## src/rtl/ysyx_23060187_pkg.sv

```systemverilog
// Shared definitions for the NPC instruction fetch slice: FSM and PC-select
// encodings, reset constants and the PC alignment helper.
package ysyx_23060187_pkg;

    localparam int                INST_W           = 32;
    localparam logic [INST_W-1:0] NOP_INST         = 32'h0000_0013;
    localparam logic [31:0]       DEFAULT_RESET_PC = 32'h8000_0000;

    typedef enum logic [1:0] {
        S_REQ  = 2'd0,
        S_WAIT = 2'd1,
        S_OUT  = 2'd2
    } if_state_e;

    typedef enum logic [1:0] {
        PC_HOLD  = 2'd0,
        PC_INC   = 2'd1,
        PC_REDIR = 2'd2
    } pc_sel_e;

    function automatic logic [31:0] align_pc(input logic [31:0] pc);
        return pc & ~32'd3;
    endfunction

endpackage

```

## src/rtl/ysyx_23060187_inst_fetch_if.sv

```systemverilog
// Fetch-unit bus bundle: redirect input, instruction-memory request/response
// channel and the decode-side instruction channel.
interface ysyx_23060187_inst_fetch_if;
    import ysyx_23060187_pkg::*;

    // Handshakes: a request/instruction transfers on a cycle where valid and
    // ready are both high; valid is never withdrawn and its payload never
    // changes before that transfer, except when a redirect cancels it.
    // The memory response is valid-only (single-cycle rsp_valid pulse).
    logic              redirect_valid;
    logic [31:0]       redirect_pc;

    logic              req_valid;
    logic [31:0]       req_addr;
    logic              req_ready;
    logic              rsp_valid;
    logic [INST_W-1:0] rsp_data;
    logic              rsp_err;

    logic              inst_valid;
    logic [INST_W-1:0] inst;
    logic [31:0]       inst_pc;
    logic              inst_fault;
    logic              inst_ready;

    modport master (
        input  redirect_valid, redirect_pc,
        output req_valid, req_addr,
        input  req_ready, rsp_valid, rsp_data, rsp_err,
        output inst_valid, inst, inst_pc, inst_fault,
        input  inst_ready
    );

    modport slave (
        output redirect_valid, redirect_pc,
        input  req_valid, req_addr,
        output req_ready, rsp_valid, rsp_data, rsp_err,
        input  inst_valid, inst, inst_pc, inst_fault,
        output inst_ready
    );

endinterface

```

## src/rtl/ysyx_23060187_pc_reg.sv

```systemverilog
// Program counter: hold, sequential +4 (wraps modulo 2^32) or aligned
// redirect target; resets asynchronously to RESET_PC.
module ysyx_23060187_pc_reg
    import ysyx_23060187_pkg::*;
#(
    parameter logic [31:0] RESET_PC = DEFAULT_RESET_PC
) (
    input  logic        clk,
    input  logic        rst_n,
    input  pc_sel_e     i_sel,
    input  logic [31:0] i_redirect_pc,
    output logic [31:0] o_pc
);

    logic [31:0] r_pc;
    logic [31:0] w_pc_nxt;

    always_comb begin
        w_pc_nxt = r_pc;
        case (i_sel)
            PC_INC:   w_pc_nxt = r_pc + 32'd4;
            PC_REDIR: w_pc_nxt = align_pc(i_redirect_pc);
            default:  w_pc_nxt = r_pc;
        endcase
    end

    always_ff @(posedge clk or negedge rst_n) begin
        if (!rst_n) r_pc <= align_pc(RESET_PC);
        else        r_pc <= w_pc_nxt;
    end

    assign o_pc = r_pc;

endmodule

```

## src/rtl/ysyx_23060187_inst_fetch.sv

```systemverilog
// Instruction fetch unit: one outstanding memory request at a time, a single
// instruction buffer towards decode, and redirects that squash stale work.
module ysyx_23060187_inst_fetch
    import ysyx_23060187_pkg::*;
#(
    parameter logic [31:0] RESET_PC = DEFAULT_RESET_PC
) (
    input  logic                        clk,
    input  logic                        rst_n,
    ysyx_23060187_inst_fetch_if.master  io_bus,
    output if_state_e                   o_dbg_state
);

    if_state_e         r_state;
    if_state_e         w_state_nxt;
    logic              r_drop;
    logic              w_drop_nxt;
    logic [INST_W-1:0] r_inst;
    logic [31:0]       r_inst_pc;
    logic              r_inst_fault;
    logic              w_latch;
    logic              w_req_valid;
    logic              w_inst_valid;
    pc_sel_e           w_pc_sel;
    logic [31:0]       w_pc;

    ysyx_23060187_pc_reg #(.RESET_PC(RESET_PC)) u_pc_reg (
        .clk           (clk),
        .rst_n         (rst_n),
        .i_sel         (w_pc_sel),
        .i_redirect_pc (io_bus.redirect_pc),
        .o_pc          (w_pc)
    );

    always_comb begin
        w_state_nxt  = r_state;
        w_drop_nxt   = r_drop;
        w_pc_sel     = PC_HOLD;
        w_latch      = 1'b0;
        w_req_valid  = 1'b0;
        w_inst_valid = 1'b0;
        case (r_state)
            S_REQ: begin
                w_req_valid = ~io_bus.redirect_valid;
                if (io_bus.redirect_valid)  w_pc_sel    = PC_REDIR;
                else if (io_bus.req_ready)  w_state_nxt = S_WAIT;
            end
            S_WAIT: begin
                // A response always frees the memory slot, even when it is stale.
                if (io_bus.rsp_valid) begin
                    w_state_nxt = S_REQ;
                    w_drop_nxt  = 1'b0;
                    if (io_bus.redirect_valid) begin
                        w_pc_sel = PC_REDIR;
                    end else if (!r_drop) begin
                        w_latch     = 1'b1;
                        w_state_nxt = S_OUT;
                    end
                end else if (io_bus.redirect_valid) begin
                    w_pc_sel   = PC_REDIR;
                    w_drop_nxt = 1'b1;
                end
            end
            S_OUT: begin
                w_inst_valid = 1'b1;
                if (io_bus.redirect_valid) begin
                    w_pc_sel    = PC_REDIR;
                    w_state_nxt = S_REQ;
                end else if (io_bus.inst_ready) begin
                    w_pc_sel    = PC_INC;
                    w_state_nxt = S_REQ;
                end
            end
            default: w_state_nxt = S_REQ;
        endcase
    end

    always_ff @(posedge clk or negedge rst_n) begin
        if (!rst_n) begin
            r_state      <= S_REQ;
            r_drop       <= 1'b0;
            r_inst       <= NOP_INST;
            r_inst_pc    <= align_pc(RESET_PC);
            r_inst_fault <= 1'b0;
        end else begin
            r_state <= w_state_nxt;
            r_drop  <= w_drop_nxt;
            if (w_latch) begin
                r_inst       <= io_bus.rsp_data;
                r_inst_pc    <= w_pc;
                r_inst_fault <= io_bus.rsp_err;
            end
        end
    end

    assign io_bus.req_valid  = w_req_valid;
    assign io_bus.req_addr   = w_pc;
    assign io_bus.inst_valid = w_inst_valid;
    assign io_bus.inst       = r_inst;
    assign io_bus.inst_pc    = r_inst_pc;
    assign io_bus.inst_fault = r_inst_fault;
    assign o_dbg_state       = r_state;

endmodule

```

## src/flat_wrapper.sv

```systemverilog
// flat-port wrapper written by rule: the top's interface ports become plain ports
module ysyx_23060187_inst_fetch_flat import ysyx_23060187_pkg::*;
#(
    parameter logic [31:0] RESET_PC = DEFAULT_RESET_PC
)
  (clk, rst_n, o_dbg_state, io_bus_redirect_valid, io_bus_redirect_pc, io_bus_req_valid, io_bus_req_addr, io_bus_req_ready, io_bus_rsp_valid, io_bus_rsp_data, io_bus_rsp_err, io_bus_inst_valid, io_bus_inst, io_bus_inst_pc, io_bus_inst_fault, io_bus_inst_ready);
  ysyx_23060187_inst_fetch_if io_bus_i ();
  input  logic clk;
  input  logic rst_n;
  output if_state_e o_dbg_state;
  input wire logic [$bits(io_bus_i.redirect_valid)-1:0] io_bus_redirect_valid;
  input wire logic [$bits(io_bus_i.redirect_pc)-1:0] io_bus_redirect_pc;
  output wire logic [$bits(io_bus_i.req_valid)-1:0] io_bus_req_valid;
  output wire logic [$bits(io_bus_i.req_addr)-1:0] io_bus_req_addr;
  input wire logic [$bits(io_bus_i.req_ready)-1:0] io_bus_req_ready;
  input wire logic [$bits(io_bus_i.rsp_valid)-1:0] io_bus_rsp_valid;
  input wire logic [$bits(io_bus_i.rsp_data)-1:0] io_bus_rsp_data;
  input wire logic [$bits(io_bus_i.rsp_err)-1:0] io_bus_rsp_err;
  output wire logic [$bits(io_bus_i.inst_valid)-1:0] io_bus_inst_valid;
  output wire logic [$bits(io_bus_i.inst)-1:0] io_bus_inst;
  output wire logic [$bits(io_bus_i.inst_pc)-1:0] io_bus_inst_pc;
  output wire logic [$bits(io_bus_i.inst_fault)-1:0] io_bus_inst_fault;
  input wire logic [$bits(io_bus_i.inst_ready)-1:0] io_bus_inst_ready;
  assign io_bus_i.redirect_valid = io_bus_redirect_valid;
  assign io_bus_i.redirect_pc = io_bus_redirect_pc;
  assign io_bus_req_valid = io_bus_i.req_valid;
  assign io_bus_req_addr = io_bus_i.req_addr;
  assign io_bus_i.req_ready = io_bus_req_ready;
  assign io_bus_i.rsp_valid = io_bus_rsp_valid;
  assign io_bus_i.rsp_data = io_bus_rsp_data;
  assign io_bus_i.rsp_err = io_bus_rsp_err;
  assign io_bus_inst_valid = io_bus_i.inst_valid;
  assign io_bus_inst = io_bus_i.inst;
  assign io_bus_inst_pc = io_bus_i.inst_pc;
  assign io_bus_inst_fault = io_bus_i.inst_fault;
  assign io_bus_i.inst_ready = io_bus_inst_ready;
  ysyx_23060187_inst_fetch #(.RESET_PC(RESET_PC)) u_core (.clk(clk), .rst_n(rst_n), .io_bus(io_bus_i), .o_dbg_state(o_dbg_state));
endmodule
```

## config.mk

```make
export PLATFORM = sky130hd
export DESIGN_NAME = ysyx_23060187_inst_fetch_flat
export DESIGN_NICKNAME = d
export VERILOG_FILES = /design/src/rtl/ysyx_23060187_pkg.sv /design/src/rtl/ysyx_23060187_inst_fetch_if.sv /design/src/rtl/ysyx_23060187_pc_reg.sv /design/src/rtl/ysyx_23060187_inst_fetch.sv /design/src/flat_wrapper.sv
export SDC_FILE = /design/constraint.sdc
export NUM_CORES = 1
export LEC_CHECK = 0
export ABC_AREA = 1
export CAP_MARGIN = 20
export CORE_UTILIZATION = 45
export CTS_CLUSTER_DIAMETER = 120
export DETAILED_ROUTE_END_ITERATION = 12
export PLACE_DENSITY_LB_ADDON = 0.08
export SYNTH_ARGS = -nofsm -noshare
export SYNTH_HDL_FRONTEND = slang
export SYNTH_SLANG_ARGS = --single-unit
```

## constraint.sdc

```tcl
create_clock -name clk -period 2.6 [get_ports clk]
set_input_delay 0.39 -clock clk [delete_from_list [all_inputs] [get_ports clk]]
set_output_delay 0.39 -clock clk [all_outputs]
set_load 0.01 [all_outputs]
```

**Word-level counts from Yosys, hierarchy flattened**

Cells that the tools add are included.
Widths: inputs -> output; s select.

- Logic and storage cells: 43
- Output and inout port bits: 101
- Flip-flop bits (word level): 100
- Input bits: 71

- Mux-type cells: 21
- Equality and inequality tests: 8
- Bitwise operators: 1
- Reduce and logical (&&, ||, !) cells: 6
- $add $sub $neg: 1

Operators with widths:

| operator | count |
|---|---|
| $pmux 32 s2 | 1 |
| $add 32x3->32 const B | 1 |
| $mux 2 | 9 |
| $mux 1 | 9 |
| $ne 2x2->1 const B | 3 |
| $pmux 2 s3 | 1 |
| $eq 2x1->1 const B | 2 |
| $eq 2x2->1 const B | 2 |
| $pmux 2 s2 | 1 |
| $reduce_and 4->1 | 1 |
| $reduce_bool 2->1 | 2 |
| $ne 3x3->1 const B | 1 |
| $logic_not 2->1 | 1 |
| $reduce_and 2->1 | 1 |
| $reduce_or 2->1 | 1 |
| $not 1->1 | 1 |

**Depth between registers and ports, before layout**

Gate-level depths: netlist of the first run.

- Word-level depth: 5
- Gate-level depth with buffers: 10
- Mapped depth without buffers: 10

**Modules after synthesis**

From an unflattened synthesis of the first run, not the netlist that was laid out.

- Cells, all modules: 696
- Area, all modules: 5265.0 µm²

Modules (own cells, without submodules):

| module | instances | seq. area each (µm²) | area each (µm²) | cells each |
|---|---|---|---|---|
| ysyx_23060187_inst_fetch | 1 | 1706.6 | 2897.8 | 300 |
| ysyx_23060187_pc_reg | 1 | 752.0 | 2367.3 | 396 |

**Least setup slack after synthesis of the first run**

No wires, ideal clock.

- Path type: reg2reg
- Start point: reg u_core.r_state[1] (netlist: u_core.o_dbg_state[1])
- End point: reg u_core.u_pc_reg.r_pc[10] (netlist: u_core.u_pc_reg.o_pc[10])
- Setup time: 120 ps
- Clock period less this slack: 2051 ps
- Cell stages (with the launch flop): 10
- Required time: 2480 ps
- Arrival time: 1931 ps
- Buffers on the path: 2
- Slack: 549 ps
- Path through: dfrtp_1 -> inv_1 -> nor2_1 -> nand3_1 -> ha_1 -> clkbuf_1 -> clkbuf_1 -> a21oi_1 -> o21ai_0 -> inv_1

- Cells in the longest elaborated chain, start to end: 5
- Elaborated cells between the ends (all ways): 9
- Those cells by class: 4 x eq/ne; 2 x mux; 3 x reduce/logical

Ends and longest elaborated chain:

| what | RTL line | source |
|---|---|---|
| from (decl) | ysyx_23060187_inst_fetch.sv:14 | `if_state_e r_state;` |
| from (signal assigned) | ysyx_23060187_inst_fetch.sv:86 | `r_state <= w_state_nxt;` |
| $eq 2x1->1 / $logic_not 2->1 (equally long branches) | ysyx_23060187_inst_fetch.sv:42 | `case (r_state)` |
| $reduce_or 2->1 (no source line) | -- |  |
| $pmux 2 s2 * | ysyx_23060187_inst_fetch.sv:42 |  |
| $eq 2x2->1 / $eq 2x1->1 (equally long branches) | ysyx_23060187_pc_reg.sv:20 | `case (i_sel)` |
| $pmux 32 s2 / $reduce_bool 2->1 (equally long branches) | -- |  |
| to (signal assigned) | ysyx_23060187_pc_reg.sv:28 | `if (!rst_n) r_pc <= align_pc(RESET_PC);` |
| to (signal assigned) | ysyx_23060187_pc_reg.sv:29 | `else r_pc <= w_pc_nxt;` |
| to (decl) | ysyx_23060187_pc_reg.sv:15 | `logic [31:0] r_pc;` |

Every way passes the cells marked *; elsewhere a longest branch is shown, timed or not.
A chain may end at the register's enable or synchronous reset.

**Worst setup path in the final report of the first run**

- Start point: reg u_core.r_state[1] (netlist: u_core.o_dbg_state[1])
- End point: out io_bus_inst_valid

- Cells in the longest elaborated chain, start to end: 2

Ends and longest elaborated chain:

| what | RTL line | source |
|---|---|---|
| $eq 2x2->1 | ysyx_23060187_inst_fetch.sv:42 |  |
| $mux 1 | ysyx_23060187_inst_fetch.sv:42 |  |
| to (decl) | flat_wrapper.sv:19 | `output wire logic [$bits(io_bus_i.inst_valid)-1:0] io_bus_inst_valid;` |

Every way passes these cells.

==> flow_summary.toml, run 1 <==
[sta]
clock-skew-final_ns = 0.00860
min_period_over_period_pct = 78.1
rsz0062_at_grt = "no"
final.min_clock_period_ns = 2.03
worst_slew_pin_slew_ns = 0.507
max_slew_margin_pct = 66.2
report.final.slew_viol_count = 0
tns_ns = 0
max_freq_mhz = 493
setup_viol = 0
finalHoldViolations = 0

[detailed_routing]
viasPerCell = 4.95
drc = 0
drtAntennaViolNets = 0
drtIter0Drc = 225
routedWlPerCell_um = 14.4
dr.pass1.iters = 5
via_count = 4357
drt_wl_total_um = 12700

[logic_synthesis]
synth_top_cell_by_area = "dfrtp_1"
yosysTopAreaCellShare_pct = 47.4
synth-edff-count = 0
synth_cell_types = 31
async_reset_ff_share_pct = 100
synth-seq-cells = 96
syn_area_um2 = 4810
yosys_warnings = 0
synth_cells = 577
yosys_most_used_dff = "dfrtp_1"
yosysSeqAreaShare_pct = 50.1
avgSynthCellArea_um2 = 8.33
synth.area.top_cells = "dfrtp_1 (47%), nand2_1 (13%), o21ai_0 (6.0%)"

[layout]
diodes = 0
fill_cells = 884
nets = 813
drive_above_1_share_pct = 10.1
area_growth_syn_to_layout_pct = 41.8
utilization_pct = 66.1

[placed_design]
gp_congestion = 0.866
hpwl_um = 9480
portBuffers = 165

[setup_path]
critPathCaptureType = "output pin"
worstRegToRegCells = 7
r2r_end = "u_core.u_pc_reg.o_pc[6]$_DFFE_PN0P_"
crit_fanout = 5
path_class = "reg -> out"
required_ns = 2.21
r2r_slack_ns = 0.58
worstPathArrival_ns = 1.64
start_kind = "flip-flop"
reg2reg_from = "u_core.o_dbg_state[1]$_DFFE_PN0P_"

[clocking]
numCtsBuffers = 9
clkSinkCount = 96
clk_path_buf_depth = 2
clkTransAtPathRegs_ns = 0.09
htreeDepth = 3
holdBufCountCts = 1
clk_latency_ns = 0.37
post_cts_buffers = 0
postCtsResizedCells = 0
cts_tree = "yes"
cts_root_buf = "clkbuf_8"

[die]
die_w_um = 105
rows = 37
pin_count = 172
fp.coreArea_um2 = 10300
die_h_um = 105
die-area_um2 = 11100
start_util_pct = 46.6

[global_route]
grt_pass1_vias = 4285
antenna_found_initial = 0
grt_max_degree = 71
grt.total_usage_pct = 23.6
gr-total-overflow = 0
grt_pass1_wl_um = 20700

[power]
p_leak_nw = 3.07
worst_ir_drop_vdd_mv = 0.457
finalPower_w = 0.00689
p_per_area_nw_per_um2 = 1010

[job]
cap_viol_max_count = 0

[run_status]
outcome = "completed"

[min_path]
min_path_type = "in -> async"
==> report_power, final <==
group / internal (W) / switching (W)
clock: 0.000457 / 0.000561
combinational: 0.00180 / 0.00141
sequential: 0.00217 / 0.000495
total: 0.00442 / 0.00247
==> worst max-delay path: stages (launching register included) <==
cell and delay (ns):
dfrtp_1 0.46, inv_1 0.08, nor2_1 0.16, clkdlybuf4s50_1 0.57
==> registers in the layout, summed over array words and instances, names as in the netlist <==
name,flops
u_core.io_bus.inst_fault,1
u_core.r_drop,1
u_core.io_bus.inst_pc,30
u_core.o_dbg_state,2
u_core.io_bus.inst,32
u_core.u_pc_reg.o_pc,30
==> logic make-up (layout without fill, tap and decap cells) <==
kind of cell	after synthesis	after routing	synth area share [%]
compound gates	81	81	8.80
xor+xnor	1	1	0.182
fa+ha+maj	2	2	0.520
buf+inv	74	239	7.10
flops	96	96	50.1
mux	34	34	8.82
other cells	1	4	0.0780
simple gates	288	288	24.4
==> metrics by stage <==
stage / instance area, um^2 / hold WS, ns / cells / setup slack (ns)
floorplan: 4820 / 0.0944 / 580 / 0.549
global placement: 6600 / 0.314 / 864 / 0.358
detailed placement: 6600 / 0.317 / 864 / 0.288
CTS: 6820 / 0.464 / 881 / 0.552
global route: 6820 / 0.483 / 881 / 0.354
finish: 6820 / 0.460 / 881 / 0.570
==> placed cells by master (no fill, tap or decap), drive strengths merged <==
| cell | netlist | final |
|---|---|---|
| a211oi | 1 | 1 |
| a21oi | 14 | 14 |
| a22oi | 4 | 4 |
| and2 | 1 | 1 |
| buf | 13 | 10 |
| bufinv | 0 | 1 |
| clkbuf | 12 | 9 |
| clkdlybuf4s50 | 0 | 164 |
| clkinv | 0 | 5 |
| conb | 1 | 4 |
| dfrtp | 91 | 91 |
| dfstp | 5 | 5 |
| dlygate4sd3 | 0 | 1 |
| ha | 2 | 2 |
| inv | 48 | 49 |
| mux2 | 34 | 34 |
| nand2 | 164 | 164 |
| nand3 | 36 | 36 |
| nand4 | 4 | 4 |
| nor2 | 82 | 82 |
| nor3 | 1 | 1 |
| o21ai | 58 | 58 |
| o22ai | 4 | 4 |
| xor2 | 1 | 1 |
==> cell usage after synthesis (2+ instances only) <==
cell,number
nor2_4,2
inv_1,46
nand2_1,162
buf_4,4
dfrtp_1,91
dfstp_2,5
o22ai_1,4
a22oi_1,4
buf_1,2
nand3_1,36
nor2_1,77
buf_6,4
inv_2,2
ha_1,2
nand2_2,2
mux2_2,23
mux2_4,11
buf_2,3
o21ai_0,58
nand4_1,3
a21oi_1,14
clkbuf_1,11
nor2_2,3
==> routing by layer <==
layer	up-vias	track usage [%]	routed length, um
met5	-	0	0
met4	0	9.26	173
met3	17	3.59	833
met2	145	39.1	6110
met1	2023	31.3	5580
li1	2172	-	-
==> worst max path at each step <==
stage	start	endpoint	slack, ns	cells after the start
5_1_grt	u_core.o_dbg_state[1]$_DFFE_PN0P_	u_core.u_pc_reg.o_pc[4]$_DFFE_PN0P_	0.35	7
3_3_place_gp	io_bus_redirect_valid	u_core.u_pc_reg.o_pc[4]$_DFFE_PN0P_	0.36	7
4_1_cts	u_core.o_dbg_state[1]$_DFFE_PN0P_	io_bus_inst_valid	0.55	3
6_report	u_core.o_dbg_state[1]$_DFFE_PN0P_	io_bus_inst_valid	0.57	3
3_5_place_dp	io_bus_redirect_valid	u_core.u_pc_reg.o_pc[6]$_DFFE_PN0P_	0.29	7
2_1_floorplan	u_core.o_dbg_state[1]$_DFFE_PN0P_	u_core.u_pc_reg.o_pc[10]$_DFFE_PN0P_	0.55	9
==> layout make-up <==
class / count / area [um^2] / area share [%]
Tap cell: 136 / 170 / 2.50
Inverter: 48 / 180 / 2.64
Clock buffer: 9 / 124 / 1.82
Sequential cell: 96 / 2410 / 35.3
Clock inverter: 7 / 81.3 / 1.19
Multi-Input combinational cell: 410 / 2080 / 30.5
Timing Repair Buffer: 175 / 1780 / 26.1
Power figures use the tool's default switching activity.
==> run 2, diff against run 1 <==
Clock period 2.6 ns to 2.1 ns, I/O delays scaled along.
==> flow_summary.toml, run 2 (synthesized netlist as in run 1, its figures left out) <==
[run_status]
outcome = "completed"

[power]
p_per_area_nw_per_um2 = 1260
p_int_w = 0.00563
p_leak_nw = 3.12
combinationalPowerShare_pct = 46.2
p_sw_share_pct = 35.5
p_seq_share_pct = 37.8
switchingPower_w = 0.00310
p_clk_share_pct = 16.0
worst_ir_drop_vdd_mv = 0.653
finalPower_w = 0.00873

[layout]
final_cells = 885
ff_latch_area_um2 = 2410
most-common-layout-cells = "clkdlybuf4s50_1 (164), nand2_1 (162), dfrtp_1 (91), nor2_1 (77), o21ai_0 (58)"
drive_above_1_share_pct = 10.4
fill_cells = 836
multi_input_area_um2 = 2080
area_growth_syn_to_layout_pct = 43.7
diodes = 0
final_common_cell = "clkdlybuf4s50_1"
largest_reg_flops = 32
nets = 817

[global_route]
grt_max_degree = 41
grt_pass1_vias = 4309
grt_use_met2_pct = 40.5
grt_pass1_wl_um = 21300
met3_usage_pct = 3.28
gr-total-overflow = 0
top_usage_layer = "met2"
grt.total_usage_pct = 24.2
gr-usage-met1_pct = 33.1
antenna_found_initial = 0

[sta]
max_freq_mhz = 515
clock-skew-final_ns = 0.0158
rsz0062_at_grt = "no"
finalHoldViolations = 0
tns_ns = 0
report.final.slew_viol_count = 0
final.min_clock_period_ns = 1.94
setup_viol = 0
min_period_over_period_pct = 92.5

[setup_path]
crit_fanout = 5
r2r_slack_ns = 0.24
worstPathArrival_ns = 1.63
worstRegToRegCells = 7
critPathCaptureType = "output pin"
r2r_end = "u_core.u_pc_reg.o_pc[6]$_DFFE_PN0P_"
crit_path_end = "io_bus_inst_valid"
crit_path_start = "u_core.o_dbg_state[1]$_DFFE_PN0P_"
reg2reg_from = "u_core.o_dbg_state[1]$_DFFE_PN0P_"
path_class = "reg -> out"
start_kind = "flip-flop"
required_ns = 1.78

[placed_design]
post-place-cells = 868
portBuffers = 165
hpwl_um = 9780
gp_congestion = 0.903

[detailed_routing]
via_count = 4478
dr.pass1.iters = 5
drc = 0
routedWlPerCell_um = 14.7
drtAntennaViolNets = 0
viasPerCell = 5.06
drt_wl_total_um = 13000
drtIter0Drc = 252

[die]
pin_count = 172
rows = 37
fp.coreArea_um2 = 10300
die-area_um2 = 11100
die_w_um = 105
die_h_um = 105
start_util_pct = 46.6

[clocking]
numCtsBuffers = 9
cts_root_buf = "clkbuf_8"
htreeDepth = 3
clkSinkCount = 96
clk_latency_ns = 0.37
postCtsResizedCells = 0
cts_tree = "yes"
clkTransAtPathRegs_ns = 0.10
clk_path_buf_depth = 2
post_cts_buffers = 0

[job]
cap_viol_max_count = 0

[min_path]
min_path_type = "in -> async"
==> run 2: cell type report <==
type / count / area share, %
repair buffers: 179 / 26.7
clock inverters: 6 / 1.45
inverters: 48 / 2.61
flip-flops and latches: 96 / 34.9
multi-input cells: 410 / 30.1
clock buffers: 10 / 1.85
well taps: 136 / 2.46
==> run 2: worst min-delay path by stage <==
stage	startpoint	end	slack (ns)	cells after the start
after floorplan	rst_n	u_core.io_bus.inst[10]$_DFFE_PN0P_	0.02	0
after global routing	rst_n	u_core.io_bus.inst[2]$_DFFE_PN0P_	0.43	2
after detailed placement	rst_n	u_core.io_bus.inst[2]$_DFFE_PN0P_	0.26	1
after CTS	rst_n	u_core.io_bus.inst[2]$_DFFE_PN0P_	0.40	2
final	rst_n	u_core.io_bus.inst[2]$_DFFE_PN0P_	0.40	2
after global placement	rst_n	u_core.io_bus.inst[2]$_DFFE_PN0P_	0.26	1
==> run 2: worst max-delay path, cell delays in order, from the launching register on <==
cell and delay [ns]:
dfrtp_1 0.45, inv_1 0.08, nor2_1 0.16, clkdlybuf4s50_1 0.58
==> run 2: power by group through the flow <==
stage	clock [W]	combinational [W]	sequential (W)
after global routing	0.00149	0.00438	0.00342
after floorplan	0	0.00145	0.00362
after global placement	0	0.00397	0.00328
final	0.00140	0.00404	0.00330
after CTS	0.00143	0.00407	0.00330
after detailed placement	0	0.00405	0.00333
==> run 2: per-layer routing <==
layer	up-vias	routed length, um
met3	13	740
li1	2176	-
met1	2129	5870
met4	0	155
met2	160	6200
met5	-	0
==> run 2: per-stage QoR <==
| stage | worst slack (ns) | util, % | instance area, um^2 | hold slack, ns |
|---|---|---|---|---|
| floorplan | 0.0495 | - | 4820 | 0.0194 |
| global placement | 0.0867 | 64.6 | 6670 | 0.259 |
| detailed placement | 0.0418 | 64.6 | 6670 | 0.263 |
| CTS | 0.147 | 66.9 | 6910 | 0.405 |
| global route | 0.0193 | 66.9 | 6910 | 0.425 |
| finish | 0.158 | 66.9 | 6910 | 0.402 |
==> run 2: repair_timing <==
action / CTS / global route
endpoints found under the setup margin: 0 / 0
hold buffers: 1 / 0
endpoints found under the hold margin: 25 / 0
==> patch 1: new RTL, config.mk and constraints of run 2 <==
Make the reset (`rst_n`) synchronous in 2 clocked blocks. Comments in the files are not updated.
--- a/src/rtl/ysyx_23060187_pc_reg.sv
+++ b/src/rtl/ysyx_23060187_pc_reg.sv
@@ -26,3 +26,3 @@
 
-    always_ff @(posedge clk or negedge rst_n) begin
+    always_ff @(posedge clk) begin
         if (!rst_n) r_pc <= align_pc(RESET_PC);
--- a/src/rtl/ysyx_23060187_inst_fetch.sv
+++ b/src/rtl/ysyx_23060187_inst_fetch.sv
@@ -77,3 +77,3 @@
 
-    always_ff @(posedge clk or negedge rst_n) begin
+    always_ff @(posedge clk) begin
         if (!rst_n) begin
Function: differs if rst_n is asserted again (counterexample within 4 cycles, from zero or initial values and one cycle with rst_n low); with rst_n held inactive, the same outputs for 10 cycles.
==> patch 1 against run 2 <==
Critical path depth is the same; sequential cell count unchanged; wire length is 2.1% higher; non-clock buffer count down 3; count of clock-buffer cells in the layout shrank 1; setup slack improved by 0.059 ns; first-iteration DRC count is 29% higher; design area down 7.2%; area after synthesis is 7.4% lower; global-route usage up 2.0 points; sequential share of layout area down 4.9 points; critical path type unchanged.
Power is not compared: it rests on default switching activity, and its combinational part moved more than twofold at a synthesized area within 25%.
==> patch 1: results (changes against run 2) <==
| Metric | Value |
|---|---|
| Worst-path clk slew | 0.09 ns |
| GP Congestion | 0.8874 (-1.7%) |
| Seq group | 2.00 mW |
| First DRT Iteration DRCs | 325 (+29%) |
| Initial antenna violation count | 0 (unchanged) |
| Sequential-to-total area share from yosys stat | 0.4318 (-0.06909) |
| Router iterations before antenna repair | 5 (unchanged) |
| Seq. cell area | 1922 µm² (-20%) |
| Worst path slowest cell | clkdlybuf4s50_1 |
| DRT Wirelength | 13.24 mm (+2.1%) |
| GR Util All Layers | 0.2623 (+0.01999) |
| CTS max path bufs | 2 (unchanged) |
| IO Port Bufs | 165 (unchanged) |
| Worst skew pair latency | 0.36 ns |
| Yosys warns | 0 (unchanged) |
| Number of global-route vias before repair | 4344 (+0.81%) |
| IR drop worst, VDD | 0.0003071 V |
| Mean Syn Cell Area | 6.826 µm² (-18%) |
| Static leakage | 2.385 nW |
| Area after DPL | 6217 µm² (-6.8%) |
| Post-CTS resize count | 0 (unchanged) |
| Layout cells sized above 1 | 0.05328 (-0.05086) |
| Post-synth top cells | nor2_1, nand2_1, dfxtp_1 |
| Clock H-tree levels | 3 (unchanged) |
| Asr flop ratio synth | 0 (-1.000) |
| Max_slew headroom | 0.6206 |
| Dpl cells | 921 (+6.1%) |
| Pwr Density | 609.5 nW/µm² |
| Via density | 5.091 (+0.61%) |
| First-pass GRT wire length | 21.20 mm (-0.61%) |
| Worst stage delay on the critical path | 0.58 ns (about the same) |
| CTS root buf | clkbuf_8 |
| Largest net degree at the start of global routing | 51 (+24%) |
| Top_reg_cell synth | dfxtp_1 |
| Hold Crit Class | in -> reg |
| Largest fanout on the critical path | 5 (unchanged) |
| Detail Placement HPWL | 9.786 mm (about the same) |
| Top cells by area, synth | dfxtp_1, nor2_1, nand2_1, o21ai_0, a21oi_1 |
| Max FFs per register | 32 (unchanged) |
| Post-CTS setup buffers | 0 (unchanged) |
| Non-Filler Instances | 936 (+5.8%) |
| Comb pwr | 0.693 mW |
| Synth unique cells | 31 (unchanged) |
| Pre-CTS setup slack | -0.01383 ns (-0.05565 ns) |
| Outcome | finished, final reports clean |
| # nets final | 876 (+7.2%) |
| Worst EP arrival | 1.57 ns (-0.06 ns) |
| Internal power | 2.836 mW |
| Antenna cells | 0 (unchanged) |
| Clock Skews | 0.008841 ns (-0.006978 ns) |
| Filler cell count in the final layout | 844 (+0.96%) |
| Top delay family on crit path | buffers and inverters |
| Final hold vios | 0 (unchanged) |
[patch 1: changes by cell type in the layout (fill, tap and decap cells not counted), moves of 5 or more]
cell	change
a21oi_1	+43
dfrtp_1	-91
dfstp_2	-5
dfxtp_1	+96
inv_1	-15
mux2_2	-23
mux2_4	-11
nand2_1	-45
nor2_1	+73
o21ai_0	+24
[patch 1: path summary, 6_finish.rpt]
path / endpoint / from / cells after the start / slack (ns)
max reg2reg: u_core.u_pc_reg.o_pc[6] / u_core.o_dbg_state[1] / 7 / 0.29
min: u_core.io_bus.inst_pc[31] / rst_n / 2 / 0.36
min reg2reg: u_core.io_bus.inst[4] / u_core.io_bus.inst[4] / 2 / 0.48
max: io_bus_inst_valid / u_core.o_dbg_state[1] / 3 / 0.22
[patch 1: kinds of logic after synthesis]
group | share of synthesized area
AND/OR/NAND/NOR | 0.2955
buffers and inverters | 0.07309
flip-flops | 0.4318
other | 0.0008426
adder cells (fa/ha/maj) | 0.005622
XOR/XNOR | 0.01574
AO/OA/AOI/OAI | 0.1774
[patch 1: layout make-up]
cell class | count | share of cell area
multi-input combinational | 486 | 0.3456
sequential | 96 | 0.2999
timing repair buffer | 176 | 0.2796
tap | 129 | 0.02519
inverter | 34 | 0.01991
clock buffer | 9 | 0.01933
clock inverter | 6 | 0.01054
[patch 1: metal layers]
layer,track usage,share of wire,vias to the layer above
met4,0.1003,0.022,0
met2,0.4605,0.49,182
met3,0.04555,0.067,23
met1,0.3202,0.42,2146
li1,-,-,2414
met5,0,0,-
[patch 1: worst register-to-register path: cells and delay by family, from the launching register on]
family,cells,cell delay (ns)
AOI/OAI and AO/OA,2,0.43
DFF,1,0.41
adders and majority gates,1,0.33
buffers and inverters,2,0.28
and+or+nand+nor,2,0.25
==> patch 2: new RTL, flow settings as in run 2 <==
Without the edit above. Set the package constant `INST_W` to 28 (it was 32).
--- a/src/rtl/ysyx_23060187_pkg.sv
+++ b/src/rtl/ysyx_23060187_pkg.sv
@@ -4,3 +4,3 @@
 
-    localparam int                INST_W           = 32;
+    localparam int                INST_W           = 28;
     localparam logic [INST_W-1:0] NOP_INST         = 32'h0000_0013;
Ports: changed (resized io_bus_inst and io_bus_rsp_data); port bits go from 172 to 164. The function was not compared with the original's and may differ.
==> patch 2 against run 2 <==
Register-to-register slack barely moved; sequential cell count fell by 4; global-route usage fell by 0.93 points; wire length fell by 2.6%; setup slack got worse by 0.037 ns; design area fell by 1.9%; power fell by 1.7%; critical path type unchanged; area after synthesis fell by 1.4%; worst hold slack got worse by 0.10 ns; clock power fell by 4%.
==> patch 2: results (changes against run 2) <==
| Metric | Value |
|---|---|
| Outcome | finished, final reports clean |
| IR drop worst, VDD | 0.0006000 V (-8.2%) |
| Switching Fraction | 0.3508 (-0.004499) |
| Via density | 5.016 (-0.87%) |
| Sequential-to-total area share from yosys stat | 0.4868 (-0.01410) |
| First DRT Iteration DRCs | 280 (+11%) |
| Mean Syn Cell Area | 8.349 µm² (+0.18%) |
| Detailed-routed wire length on met2 | 5.815 mm (-6.3%) |
| Met1 WL | 5.796 mm (-1.2%) |
| IO Port Bufs | 157 (-4.8%) |
| Area after DPL | 6544 µm² (-1.9%) |
| Post-synth top cells | nand2_1, dfrtp_1, nor2_1 |
| Detail Placement HPWL | 9.317 mm (-4.7%) |
| Routed WL per cell | 14.52 µm (-0.91%) |
| Top cells by area, synth | dfrtp_1, nand2_1, mux2_4, nor2_1, o21ai_0 |
| CP endpoint | io_bus_req_valid |
| Finished Cell Area | 6780 µm² (-1.9%) |
| R2R depth | 8 (+1) |
| Crit. Startpoint | u_core.o_dbg_state[0] |
| Min Hold Slack | 0.3015 ns (-0.1005 ns) |
| Largest net degree at the start of global routing | 57 (+39%) |
| GR Util All Layers | 0.2330 (-0.009315) |
| Static leakage | 3.122 nW (+0.21%) |
| Met2 Use GR | 0.3742 (-0.03090) |
| # nets final | 798 (-2.3%) |
| Flop pwr share | 0.370 (-0.008) |
| FF-to-FF End | u_core.u_pc_reg.o_pc[13] |
| Top_reg_cell synth | dfrtp_1 |
| Pre-CTS setup slack | 0.08105 ns (+0.03923 ns) |
| First-pass GRT wire length | 20.17 mm (-5.4%) |
| Layout cells sized above 1 | 0.1022 (-0.001959) |
| Filler cell count in the final layout | 919 (+9.9%) |
| Dpl cells | 853 (-1.7%) |
| Worst EP arrival | 1.66 ns (+0.03 ns) |
| Clock Skews | 0.01298 ns (-0.002836 ns) |
| Final Total Pwr | 8.581 mW (-1.7%) |
| Number of global-route vias before repair | 4079 (-5.3%) |
| Synth unique cells | 28 (-9.7%) |
| Met1 Use GR | 0.3226 (-0.007993) |
| Post-route clock period utilization | 0.9426 (+0.01773) |
| DRT Wirelength | 12.63 mm (-2.6%) |
-- patch 2: critical path, cell delays in order, from the launching register on --
cell and delay, ns:
dfrtp_1 0.44, inv_2 0.11, nand2_1 0.08, nor2_1 0.12, clkdlybuf4s50_1 0.56
-- patch 2: layout make-up --
class,instances,share of cell area
clock buffers,11,0.02085
clock inverters,5,0.01255
inverters,47,0.02602
multi-input cells,407,0.3137
flip-flops and latches,92,0.3405
well taps,136,0.02510
repair buffers,172,0.2613
-- patch 2: cell families after synthesis --
family / Yosys count / synth area share
compound gates: 76 / 0.08443
xor+xnor: 3 / 0.005542
fa+ha+maj: 2 / 0.005276
buf+inv: 72 / 0.06702
flops: 92 / 0.4868
mux: 30 / 0.09499
other cells: 1 / 0.0007908
simple gates: 292 / 0.2551
-- patch 2: what timing repair did --
action | in CTS | in global routing
hold endpoints to repair | 5 | 0
resized for setup | 0 | 1
endpoints found under the setup margin | 0 | 1
hold buffers | 1 | 0
